===== config.mk =====
export PLATFORM = sky130hd
export DESIGN_NAME = fp_32_to_16_round_pipe
export DESIGN_NICKNAME = d
export VERILOG_FILES = /design/src/rtl/fp_32_to_16_round_pipe_pkg.sv /design/src/rtl/fp_rne_rounder.sv /design/src/rtl/fp_32_to_16_round_pipe.sv
export SDC_FILE = /design/constraint.sdc
export NUM_CORES = 1
export LEC_CHECK = 0
export ABC_CLOCK_PERIOD_IN_PS = 9800
export BUFFER_PORTS_ARGS = -buffer_cell sky130_fd_sc_hd__buf_2
export CELL_PAD_IN_SITES_DETAIL_PLACEMENT = 0
export CELL_PAD_IN_SITES_GLOBAL_PLACEMENT = 2
export CORE_MARGIN = 2
export CORE_UTILIZATION = 39
export DETAILED_ROUTE_END_ITERATION = 8
export PLACE_DENSITY_LB_ADDON = 0.1
export SLEW_MARGIN = 20
export SYNTH_ARGS = -nofsm -noshare
export SYNTH_HDL_FRONTEND = slang
export SYNTH_SLANG_ARGS = --single-unit

===== constraint.sdc =====
create_clock -name clk_i -period 9.8 [get_ports clk_i]
set_clock_uncertainty 0.1 [all_clocks]
set_input_delay 0.98 -clock clk_i [delete_from_list [all_inputs] [get_ports clk_i]]
set_output_delay 0.98 -clock clk_i [all_outputs]
set_load 0.1 [all_outputs]

===== src/rtl/fp_32_to_16_round_pipe_pkg.sv =====
// rtl/fp_32_to_16_round_pipe_pkg.sv - shared constants, operand class enum and classifier
// Field widths, biases and the fp32 operand classifier used by the fp32->fp16 pipe.
package fp_32_to_16_round_pipe_pkg;

   localparam int FP32_EXP_W = 8;
   localparam int FP32_MAN_W = 23;
   localparam int FP16_EXP_W = 5;
   localparam int FP16_MAN_W = 10;
   localparam int FP32_BIAS  = 127;
   localparam int FP16_BIAS  = 15;
   localparam int EXP_DELTA  = FP32_BIAS - FP16_BIAS;
   localparam logic [15:0] FP16_QNAN = 16'h7E00;

   typedef enum logic [2:0] {
      CLS_ZERO,
      CLS_SUB,
      CLS_NORM,
      CLS_INF,
      CLS_NAN
   } fp_class_e;

   function automatic fp_class_e fp_classify(input logic [FP32_EXP_W-1:0] e,
                                             input logic [FP32_MAN_W-1:0] m);
      fp_class_e cls;
      if (e == '0)
         cls = (m == '0) ? CLS_ZERO : CLS_SUB;
      else if (e == '1)
         cls = (m == '0) ? CLS_INF : CLS_NAN;
      else
         cls = CLS_NORM;
      return cls;
   endfunction

endpackage


===== src/rtl/fp_rne_rounder.sv =====
// rtl/fp_rne_rounder.sv - round-to-nearest-even on a 10-bit fp16 mantissa
// inexact_o exists only when FP_32_16_FLAGS_EN is defined.
import fp_32_to_16_round_pipe_pkg::*;

module fp_rne_rounder (
   input  logic [FP16_MAN_W-1:0] man_i,
   input  logic                  guard_i,
   input  logic                  sticky_i,
   output logic [FP16_MAN_W-1:0] man_o,
   output logic                  carry_o
`ifdef FP_32_16_FLAGS_EN
   ,
   output logic                  inexact_o
`endif
);

   logic w_round_up;

   // Ties (guard set, sticky clear) round up only when the kept lsb is odd.
   assign w_round_up = guard_i & (sticky_i | man_i[0]);
   assign {carry_o, man_o} = {1'b0, man_i} + {{FP16_MAN_W{1'b0}}, w_round_up};

`ifdef FP_32_16_FLAGS_EN
   assign inexact_o = guard_i | sticky_i;
`endif

endmodule


===== src/rtl/fp_32_to_16_round_pipe.sv =====
// rtl/fp_32_to_16_round_pipe.sv - two-stage fp32 to fp16 RNE converter with valid/ready
// Define FP_32_16_FLAGS_EN to add flags_o = {overflow, underflow, inexact}.
import fp_32_to_16_round_pipe_pkg::*;

module fp_32_to_16_round_pipe #(
   parameter int FTZ = 0
) (
   input  logic        clk_i,
   input  logic        rst_ni,
   input  logic        valid_i,
   output logic        ready_o,
   input  logic [31:0] operand_fp32_i,
   output logic        valid_o,
   input  logic        ready_i,
   output logic [15:0] result_o
`ifdef FP_32_16_FLAGS_EN
   ,
   output logic [2:0]  flags_o
`endif
);

   logic                  r_s1_valid;
   logic                  r_s1_sign;
   fp_class_e             r_s1_cls;
   logic signed [9:0]     r_s1_e16;
   logic [FP32_MAN_W-1:0] r_s1_man;
   logic                  r_s2_valid;
   logic [15:0]           r_result;

   logic                  w_s1_load;
   logic                  w_s2_load;
   logic                  w_sub_path;
   logic                  w_ovf_exp;
   logic [5:0]            w_sh;
   logic [46:0]           w_wide;
   logic [FP16_MAN_W-1:0] w_rnd_man;
   logic                  w_rnd_carry;
   logic [5:0]            w_exp_sum;
   logic [15:0]           w_result;
`ifdef FP_32_16_FLAGS_EN
   logic                  w_rnd_inexact;
   logic [2:0]            w_flags;
   logic [2:0]            r_flags;
`endif

   assign w_s2_load = !r_s2_valid || ready_i;
   assign w_s1_load = !r_s1_valid || w_s2_load;
   assign ready_o   = w_s1_load;
   assign valid_o   = r_s2_valid;
   assign result_o  = r_result;
`ifdef FP_32_16_FLAGS_EN
   assign flags_o   = r_flags;
`endif

   always_ff @(posedge clk_i or negedge rst_ni) begin
      if (!rst_ni) begin
         r_s1_valid <= 1'b0;
         r_s2_valid <= 1'b0;
      end else begin
         if (w_s1_load) r_s1_valid <= valid_i;
         if (w_s2_load) r_s2_valid <= r_s1_valid;
      end
   end

   // S1: unpack, classify, rebias into a signed fp16 exponent.
   always_ff @(posedge clk_i) begin
      if (w_s1_load && valid_i) begin
         r_s1_sign <= operand_fp32_i[31];
         r_s1_cls  <= fp_classify(operand_fp32_i[30:23], operand_fp32_i[22:0]);
         r_s1_e16  <= 10'({2'b00, operand_fp32_i[30:23]}) - 10'(EXP_DELTA);
         r_s1_man  <= operand_fp32_i[22:0];
      end
   end

   assign w_sub_path = (r_s1_e16 <= 10'sd0);
   assign w_ovf_exp  = (r_s1_e16 >= 10'sd31);

   // Shifts beyond 13 push every significand bit into sticky, so clamp there.
   always_comb begin
      w_sh = 6'd0;
      if (r_s1_e16 < -10'sd12)
         w_sh = 6'd13;
      else if (w_sub_path)
         w_sh = 6'(10'sd1 - r_s1_e16);
   end

   assign w_wide = 47'({1'b1, r_s1_man, 24'b0} >> w_sh);

   fp_rne_rounder u_rounder (
      .man_i     (w_wide[46:37]),
      .guard_i   (w_wide[36]),
      .sticky_i  (|w_wide[35:0]),
      .man_o     (w_rnd_man),
      .carry_o   (w_rnd_carry)
`ifdef FP_32_16_FLAGS_EN
      ,
      .inexact_o (w_rnd_inexact)
`endif
   );

   assign w_exp_sum = {1'b0, (w_sub_path ? 5'd0 : r_s1_e16[4:0])} + {5'd0, w_rnd_carry};

   always_comb begin
      w_result = {r_s1_sign, 15'd0};
`ifdef FP_32_16_FLAGS_EN
      w_flags  = 3'b000;
`endif
      case (r_s1_cls)
         CLS_ZERO: w_result = {r_s1_sign, 15'd0};
         CLS_SUB: begin
            w_result = {r_s1_sign, 15'd0};
`ifdef FP_32_16_FLAGS_EN
            w_flags  = 3'b011;
`endif
         end
         CLS_INF: w_result = {r_s1_sign, 5'h1F, 10'd0};
         CLS_NAN: w_result = {r_s1_sign, FP16_QNAN[14:0]};
         default: begin
            if (w_ovf_exp || w_exp_sum == 6'd31) begin
               w_result = {r_s1_sign, 5'h1F, 10'd0};
`ifdef FP_32_16_FLAGS_EN
               w_flags  = 3'b101;
`endif
            end else if (FTZ != 0 && w_sub_path && w_exp_sum == 6'd0) begin
               w_result = {r_s1_sign, 15'd0};
`ifdef FP_32_16_FLAGS_EN
               w_flags  = 3'b011;
`endif
            end else begin
               w_result = {r_s1_sign, w_exp_sum[4:0], w_rnd_man};
`ifdef FP_32_16_FLAGS_EN
               w_flags  = {1'b0, w_rnd_inexact && (w_exp_sum == 6'd0), w_rnd_inexact};
`endif
            end
         end
      endcase
   end

   always_ff @(posedge clk_i or negedge rst_ni) begin
      if (!rst_ni) begin
         r_result <= 16'h0000;
`ifdef FP_32_16_FLAGS_EN
         r_flags  <= 3'b000;
`endif
      end else if (w_s2_load && r_s1_valid) begin
         r_result <= w_result;
`ifdef FP_32_16_FLAGS_EN
         r_flags  <= w_flags;
`endif
      end
   end

endmodule


==> results of run 1 <==
## routing by layer
| metal | track usage | up-vias | routed length (um) |
|---|---|---|---|
| met4 | 0.0485 | 0 | 114 |
| met3 | 0.0313 | 8 | 464 |
| li1 | - | 1501 | - |
| met2 | 0.288 | 97 | 4150 |
| met5 | 0 | - | 0 |
| met1 | 0.273 | 1475 | 4270 |
## Yosys cell counts (3+ instances only)
cell,number
nor2_1,33
buf_2,5
a311oi_1,3
o21a_1,3
a22o_1,6
nor3_1,21
or4_1,3
dfrtp_1,18
o21ai_0,23
mux2i_1,7
nand2b_1,3
xnor2_1,6
nand3_1,10
and3_1,3
nand4_1,7
edfxtp_1,36
nand4b_1,3
ha_1,7
nor4_1,11
a21oi_1,26
o211ai_1,8
mux4_2,3
buf_6,4
nor2b_1,3
o31ai_1,5
xor2_1,9
nand2_1,33
nand3b_1,4
inv_1,7
o21ai_1,6
clkbuf_1,6
## path summary, 6_finish.rpt
check / endpoint / slack, ns / cells past startpoint
min: result_o[15] / 0.39 / 1
max reg2reg: result_o[9] / 4.70 / 20
max: result_o[9] / 4.70 / 20
min in group asynchronous: result_o[14] / 0.49 / 1
max in group asynchronous: result_o[9] / 8.81 / 1
min reg2reg: result_o[15] / 0.39 / 1
## cells by family (layout without fill, tap and decap cells)
kind of cell,count (synthesis),after routing,share of synthesized area
and+or+nand+nor,151,151,0.233
buffers and inverters,22,73,0.0332
muxes,13,13,0.0479
adders and majority gates,7,7,0.0244
AOI/OAI and AO/OA,101,101,0.197
DFF,54,54,0.428
xor gates and xnor gates,15,15,0.0367
## metrics by stage
step | instance area (um^2) | utilization | cells | worst slack, ns | power (mW)
floorplan | 3580 | - | 363 | 5.30 | 0.445
global placement | 3930 | 0.446 | 514 | 4.83 | 0.492
detailed placement | 3930 | 0.446 | 514 | 4.73 | 0.492
CTS | 4040 | 0.459 | 522 | 4.70 | 0.639
global route | 4040 | 0.459 | 522 | 4.23 | 0.664
finish | 4040 | 0.459 | 522 | 4.70 | 0.632
## sequential cells by signal (all words and copies together), names as in the netlist
signal and cells:
result_o 16, r_s1_sign 1, r_s1_cls 3, r_s1_e16 9
valid_o 1, r_s1_man 23, r_s1_valid 1
## power by group through the flow
stage / Clock [mW] / Sequential [mW] / Combinational (mW)
global route: 0.159 / 0.291 / 0.213
finish: 0.145 / 0.288 / 0.199
detailed placement: 0 / 0.293 / 0.199
global placement: 0 / 0.293 / 0.199
floorplan: 0 / 0.363 / 0.0819
CTS: 0.152 / 0.288 / 0.200
## layout by cell type, fill, tap and decap left out, types with 3 or more instances in the layout
cell	instances
a21oi_1	26
nor2_1	33
o21a_1	3
nand4_1	7
o211ai_1	8
nand3_1	10
clkbuf_8	5
inv_1	7
o21ai_0	23
nand2_1	33
or4_1	3
a22o_1	6
ha_1	7
nand4b_1	3
mux2i_1	7
a311oi_1	3
buf_4	5
buf_2	53
o21ai_1	6
xor2_1	9
nand2b_1	3
nand3b_1	4
dfrtp_1	18
xnor2_1	6
o31ai_1	5
nor3_1	21
mux4_2	3
nor4_1	11
nor2b_1	3
and3_1	3
edfxtp_1	36
## layout make-up
type / instances / area share
clock buffers: 6 / 0.0232
clock inverters: 2 / 0.00434
inverters: 7 / 0.00651
multi-input cells: 287 / 0.478
flip-flops and latches: 54 / 0.379
well taps: 108 / 0.0335
repair buffers: 58 / 0.0750
## worst max-delay path, stage by stage (launching register included)
cell and delay (ns):
edfxtp_1 0.56, nor4_4 0.42, a21oi_2 0.23, nor2_4 0.41, o31ai_1 0.22, o211ai_1 0.42, nand2_1 0.11, nor2_1 0.10
ha_1 0.24, nand2_1 0.10, nor4b_1 0.40, ha_1 0.25, ha_1 0.19, nand3_1 0.10, xor2_1 0.15, nor2_1 0.08
a311oi_1 0.24, buf_4 0.23, nand2_1 0.08, mux2_1 0.29, o211ai_1 0.09
==> metrics, run 1 <==
Ports 54; Sw Pwr 0.249 mW; Yosys cell types 63; Via-to-Cell Ratio 5.90; ratio of cells with drive above 1 in the final layout 0.215; Post-synth EDFFs 36; Detail Route Antenna Nets 0; Vias 3081; Register Area 1530 um^2; Sw Share 0.393; die height 99.8 um; Die Area 9970 um^2; multi-input combinational cell area 1930 um^2; port bufs 53; Die W 99.8 um; initial antenna violation count 0; Net Count, Synth 406; hold path startpoint r_s1_sign; CORE AREA 8810 um^2; # DRC 0; Int Power 0.384 mW; Avg Inst Size Synth 9.87 um^2; Gate power share 0.315; Area growth, synth to finish 12.7%; RR Startpoint r_s1_e16[2]; H-tree Lvls 2; worst setup path start r_s1_e16[2]; CTS Buffer Depth 2; Final Net Count 456; Seq pwr share 0.455; PostCTS Resize Cnt 0; share of the synthesized area in the top cell type 0.302; postcts setup bufs 0; Clk Latency, worst-skew pair 0.31 ns; post-DP HPWL 6680 um; Post-Synthesis Cells 363; Final min period 5.10 ns; CTS hold repair buffers 0; CTS tree yes; status finished clean; Routability Congestion 0.852; Hold WC Path Type flop to flop; fillcell total 881; total grt overflow 0; Starting Density 0.407; CP endpoint kind flop; P_leak 1.52 nW; synth warn 0; Data arrival, critical path 5.22 ns; largest net degree at the start of global routing 37; P per Cell Area 157 nW/um^2; Crit path required time 9.92 ns; synth top area cells edfxtp_1 (30%), dfrtp_1 (13%), a21oi_1 (3.6%), nand2_1 (3.5%), nor2_1 (3.5%); Hold Slack 0.393 ns; Row Count 34; total CTS buffers 5; CP startpoint kind flop; Mapped Area 3580 um^2; Routed WL 9000 um; max_cap viols 0; Least-Margin Pin Slew 0.671 ns; final-report max-slew violation count 0; final hold viol count 0; setup TNS 0 ns; worst-path maximum fanout 16; gr usage total 0.186; Synth async-reset ratio 0.333; CTS Root Cell clkbuf_8; Final Cycle Share 0.520; Final Setup Violations 0; Reg clk slew, reported paths 0.11 ns; DRT Pass-1 Iters 4; RSZ-0062 raised after global routing no; max frequency 196 MHz; global-route wire length before repair 14800 um; Antenna Cells 0; number of synthesized register bits 54; Most used DFF post-synth edfxtp_1; sequential element share of the synthesized area 0.428; clock share of power 0.230; DR iter-0 viols 178; peak supply drop 0.0000768 V; kind of critical path flop to flop; number of global-route vias before repair 2868; clk sinks 54; slew margin rel. 0.552; WL per Instance 17.2 um; largest area contributor in the netlist edfxtp_1
(Power assumes the default switching activity.)
==> inputs of run 2 (changes only) <==
--- a/config.mk
+++ b/config.mk
@@ -5,12 +5,12 @@
 export SDC_FILE = /design/constraint.sdc
 export NUM_CORES = 1
 export LEC_CHECK = 0
-export ABC_CLOCK_PERIOD_IN_PS = 9800
+export ABC_CLOCK_PERIOD_IN_PS = 4400
 export BUFFER_PORTS_ARGS = -buffer_cell sky130_fd_sc_hd__buf_2
 export CELL_PAD_IN_SITES_DETAIL_PLACEMENT = 0
 export CELL_PAD_IN_SITES_GLOBAL_PLACEMENT = 2
 export CORE_MARGIN = 2
-export CORE_UTILIZATION = 39
+export CORE_UTILIZATION = 33
 export DETAILED_ROUTE_END_ITERATION = 8
 export PLACE_DENSITY_LB_ADDON = 0.1
 export SLEW_MARGIN = 20
==> constraint.sdc (replaced) <==
create_clock -name clk_i -period 4.4 [get_ports clk_i]
set_clock_uncertainty 0.1 [all_clocks]
set_input_delay 0.44 -clock clk_i [delete_from_list [all_inputs] [get_ports clk_i]]
set_output_delay 0.44 -clock clk_i [all_outputs]
set_load 0.1 [all_outputs]
==> metrics, run 2 (same netlist as run 1, synthesis figures left out) <==
status finished clean (unchanged); final-report max-slew violation count 0 (unchanged); Register Area 1530 um^2 (unchanged); most common cell after layout, fill and taps aside buf_4 (was buf_2); CORE AREA 10700 um^2 (was 8810 um^2); Crit path required time 4.50 ns (was 9.92 ns); Final min period 4.30 ns (was 5.10 ns); fillcell total 1077 (was 881); clk sinks 54 (unchanged); Pwr Total 1.44 mW (was 0.632 mW); Least-Margin Pin Slew 0.686 ns (was 0.671 ns); Die Area 11700 um^2 (was 9970 um^2); Die W 108 um (was 99.8 um); CTS Root Cell clkbuf_8 (unchanged); CP endpoint kind flop (unchanged); Hold WC Path Type primary input to flop (was flop to flop); worst-path maximum fanout 6 (was 16); post-DP HPWL 7670 um (was 6680 um); final non-filler cell area 4700 um^2 (was 4040 um^2); multi-input combinational cell area 2120 um^2 (was 1930 um^2); total CTS buffers 5 (unchanged); Non-Filler Instances 613 (was 522); Data arrival, critical path 4.41 ns (was 5.22 ns); met3 wire len 485 um (was 464 um); Reg with most FFs r_s1_man (unchanged); max reg flops 23 (unchanged); Final Cycle Share 0.978 (was 0.520); Row Count 38 (was 34); global-route wire length before repair 16200 um (was 14800 um); number of global-route vias before repair 3140 (was 2868); # DRC 0 (unchanged); WL per Instance 16.6 um (was 17.2 um); Routability Congestion 0.845 (was 0.852); CTS Buffer Depth 2 (unchanged); Detail Route Antenna Nets 0 (unchanged); total grt overflow 0 (unchanged); DR iter-0 viols 161 (was 178); peak supply drop 0.000143 V (was 0.0000768 V); DP Worst Slack -0.117 ns (was 4.73 ns); Final Setup Violations 0 (unchanged); initial antenna violation count 0 (unchanged); max_cap viols 0 (unchanged); uppermost routed layer met4 (unchanged); Ports 54 (unchanged); setup TNS 0 ns (unchanged); Vias 3237 (was 3081); RSZ-0062 raised after global routing yes (was no); P per Cell Area 307 nW/um^2 (was 157 nW/um^2); Placed Area 4240 um^2 (was 3930 um^2); Area growth, synth to finish 31.2% (was 12.7%); die height 108 um (was 99.8 um); dpl cells 580 (was 514); final hold viol count 0 (unchanged); DRT Pass-1 Iters 5 (was 4); Clk Latency, worst-skew pair 0.32 ns (was 0.31 ns); worst setup path start r_s1_e16[2] (unchanged); max frequency 232 MHz (was 196 MHz); slew margin rel. 0.541 (was 0.552); gr usage total 0.177 (was 0.186); most frequent cells in the layout buf_4 (59), buf_2 (53), edfxtp_1 (36) (was buf_2 (53), edfxtp_1 (36), nand2_1 (33), nor2_1 (33), a21oi_1 (26)); H-tree Lvls 2 (unchanged); Routed WL 10200 um (was 9000 um); ratio of cells with drive above 1 in the final layout 0.364 (was 0.215); Reg clk slew, reported paths 0.10 ns (was 0.11 ns); Via-to-Cell Ratio 5.28 (was 5.90); port bufs 53 (unchanged); Antenna Cells 0 (unchanged); min setup slack post-route 0.0979 ns (was 4.70 ns); kind of critical path flop to flop (unchanged); Final Net Count 515 (was 456); Hold Slack 0.188 ns (was 0.393 ns); CTS tree yes (unchanged); met2 WL post-DR 4690 um (was 4150 um); Starting Density 0.335 (was 0.407); hold path startpoint operand_fp32_i[31] (was r_s1_sign); M1 wire length 4850 um (was 4270 um); RR Startpoint r_s1_e16[2] (unchanged); largest net degree at the start of global routing 37 (unchanged); CP startpoint kind flop (unchanged); Layout Utilization 0.439 (was 0.459); P_leak 1.83 nW (was 1.52 nW)
[run 2: cell count changes in the layout (fill, tap and decap cells not counted), moves of 3 or more]
cell     change
buf_4       +54
ha_1         -4
nand2_1      -3
nand2_2      +3
nor2_1       -4
nor2_4       +3
nor3_1       -3
nor3_2       +3
[run 2: area by class of cell]
type | count | area share
Clock buffer | 5 | 0.0146
Clock inverter | 3 | 0.00426
Sequential cell | 54 | 0.326
Timing Repair Buffer | 116 | 0.162
Multi-Input combinational cell | 288 | 0.450
Inverter | 7 | 0.00559
Tap cell | 140 | 0.0373
[run 2: what timing repair did]
action	4_1_cts	5_1_grt
pin swaps	0	26
gates resized for setup	2	37
setup buffers	3	20
setup endpoints to repair	5	10
endpoints found under the hold margin	18	0
hold buffers	1	0
cloned	0	1
[run 2: worst max-delay path: stages (launching register included)]
cell and delay, ns:
edfxtp_1 0.52, inv_2 0.10, ha_4 0.19, xnor2_2 0.15, o31ai_4 0.31, o21a_1 0.19, nand2_1 0.15, a211o_1 0.34
o2bb2ai_4 0.20, nand2_2 0.10, nor4b_4 0.26, ha_2 0.26, buf_6 0.10, buf_4 0.09, nand3_2 0.05, xor2_1 0.14
nor2_1 0.16, a311oi_2 0.11, buf_4 0.17, buf_4 0.13, nand4b_1 0.08, mux2i_1 0.07, a211o_1 0.22
[run 2: worst paths after layout]
| path | end | slack, ns | cells after the start |
|---|---|---|---|
| setup / recovery | result_o[7] | 0.1 | 22 |
| hold / removal | r_s1_sign | 0.19 | 1 |
| setup reg to reg | result_o[7] | 0.1 | 22 |
| hold reg to reg | result_o[15] | 0.39 | 1 |
| max in group asynchronous | result_o[0] | 3.43 | 2 |
| min in group asynchronous | result_o[14] | 0.48 | 2 |
[run 2: power breakdown]
| part | switching (mW) | internal, mW |
|---|---|---|
| logic | 0.361 | 0.162 |
| registers | 0.0433 | 0.594 |
| clock network | 0.168 | 0.112 |
[run 2: layer usage]
metal | GRT usage | up-vias
li1 | - | 1618
met1 | 0.255 | 1527
met2 | 0.277 | 80
met3 | 0.0247 | 12
met4 | 0.0513 | 0
met5 | 0 | -
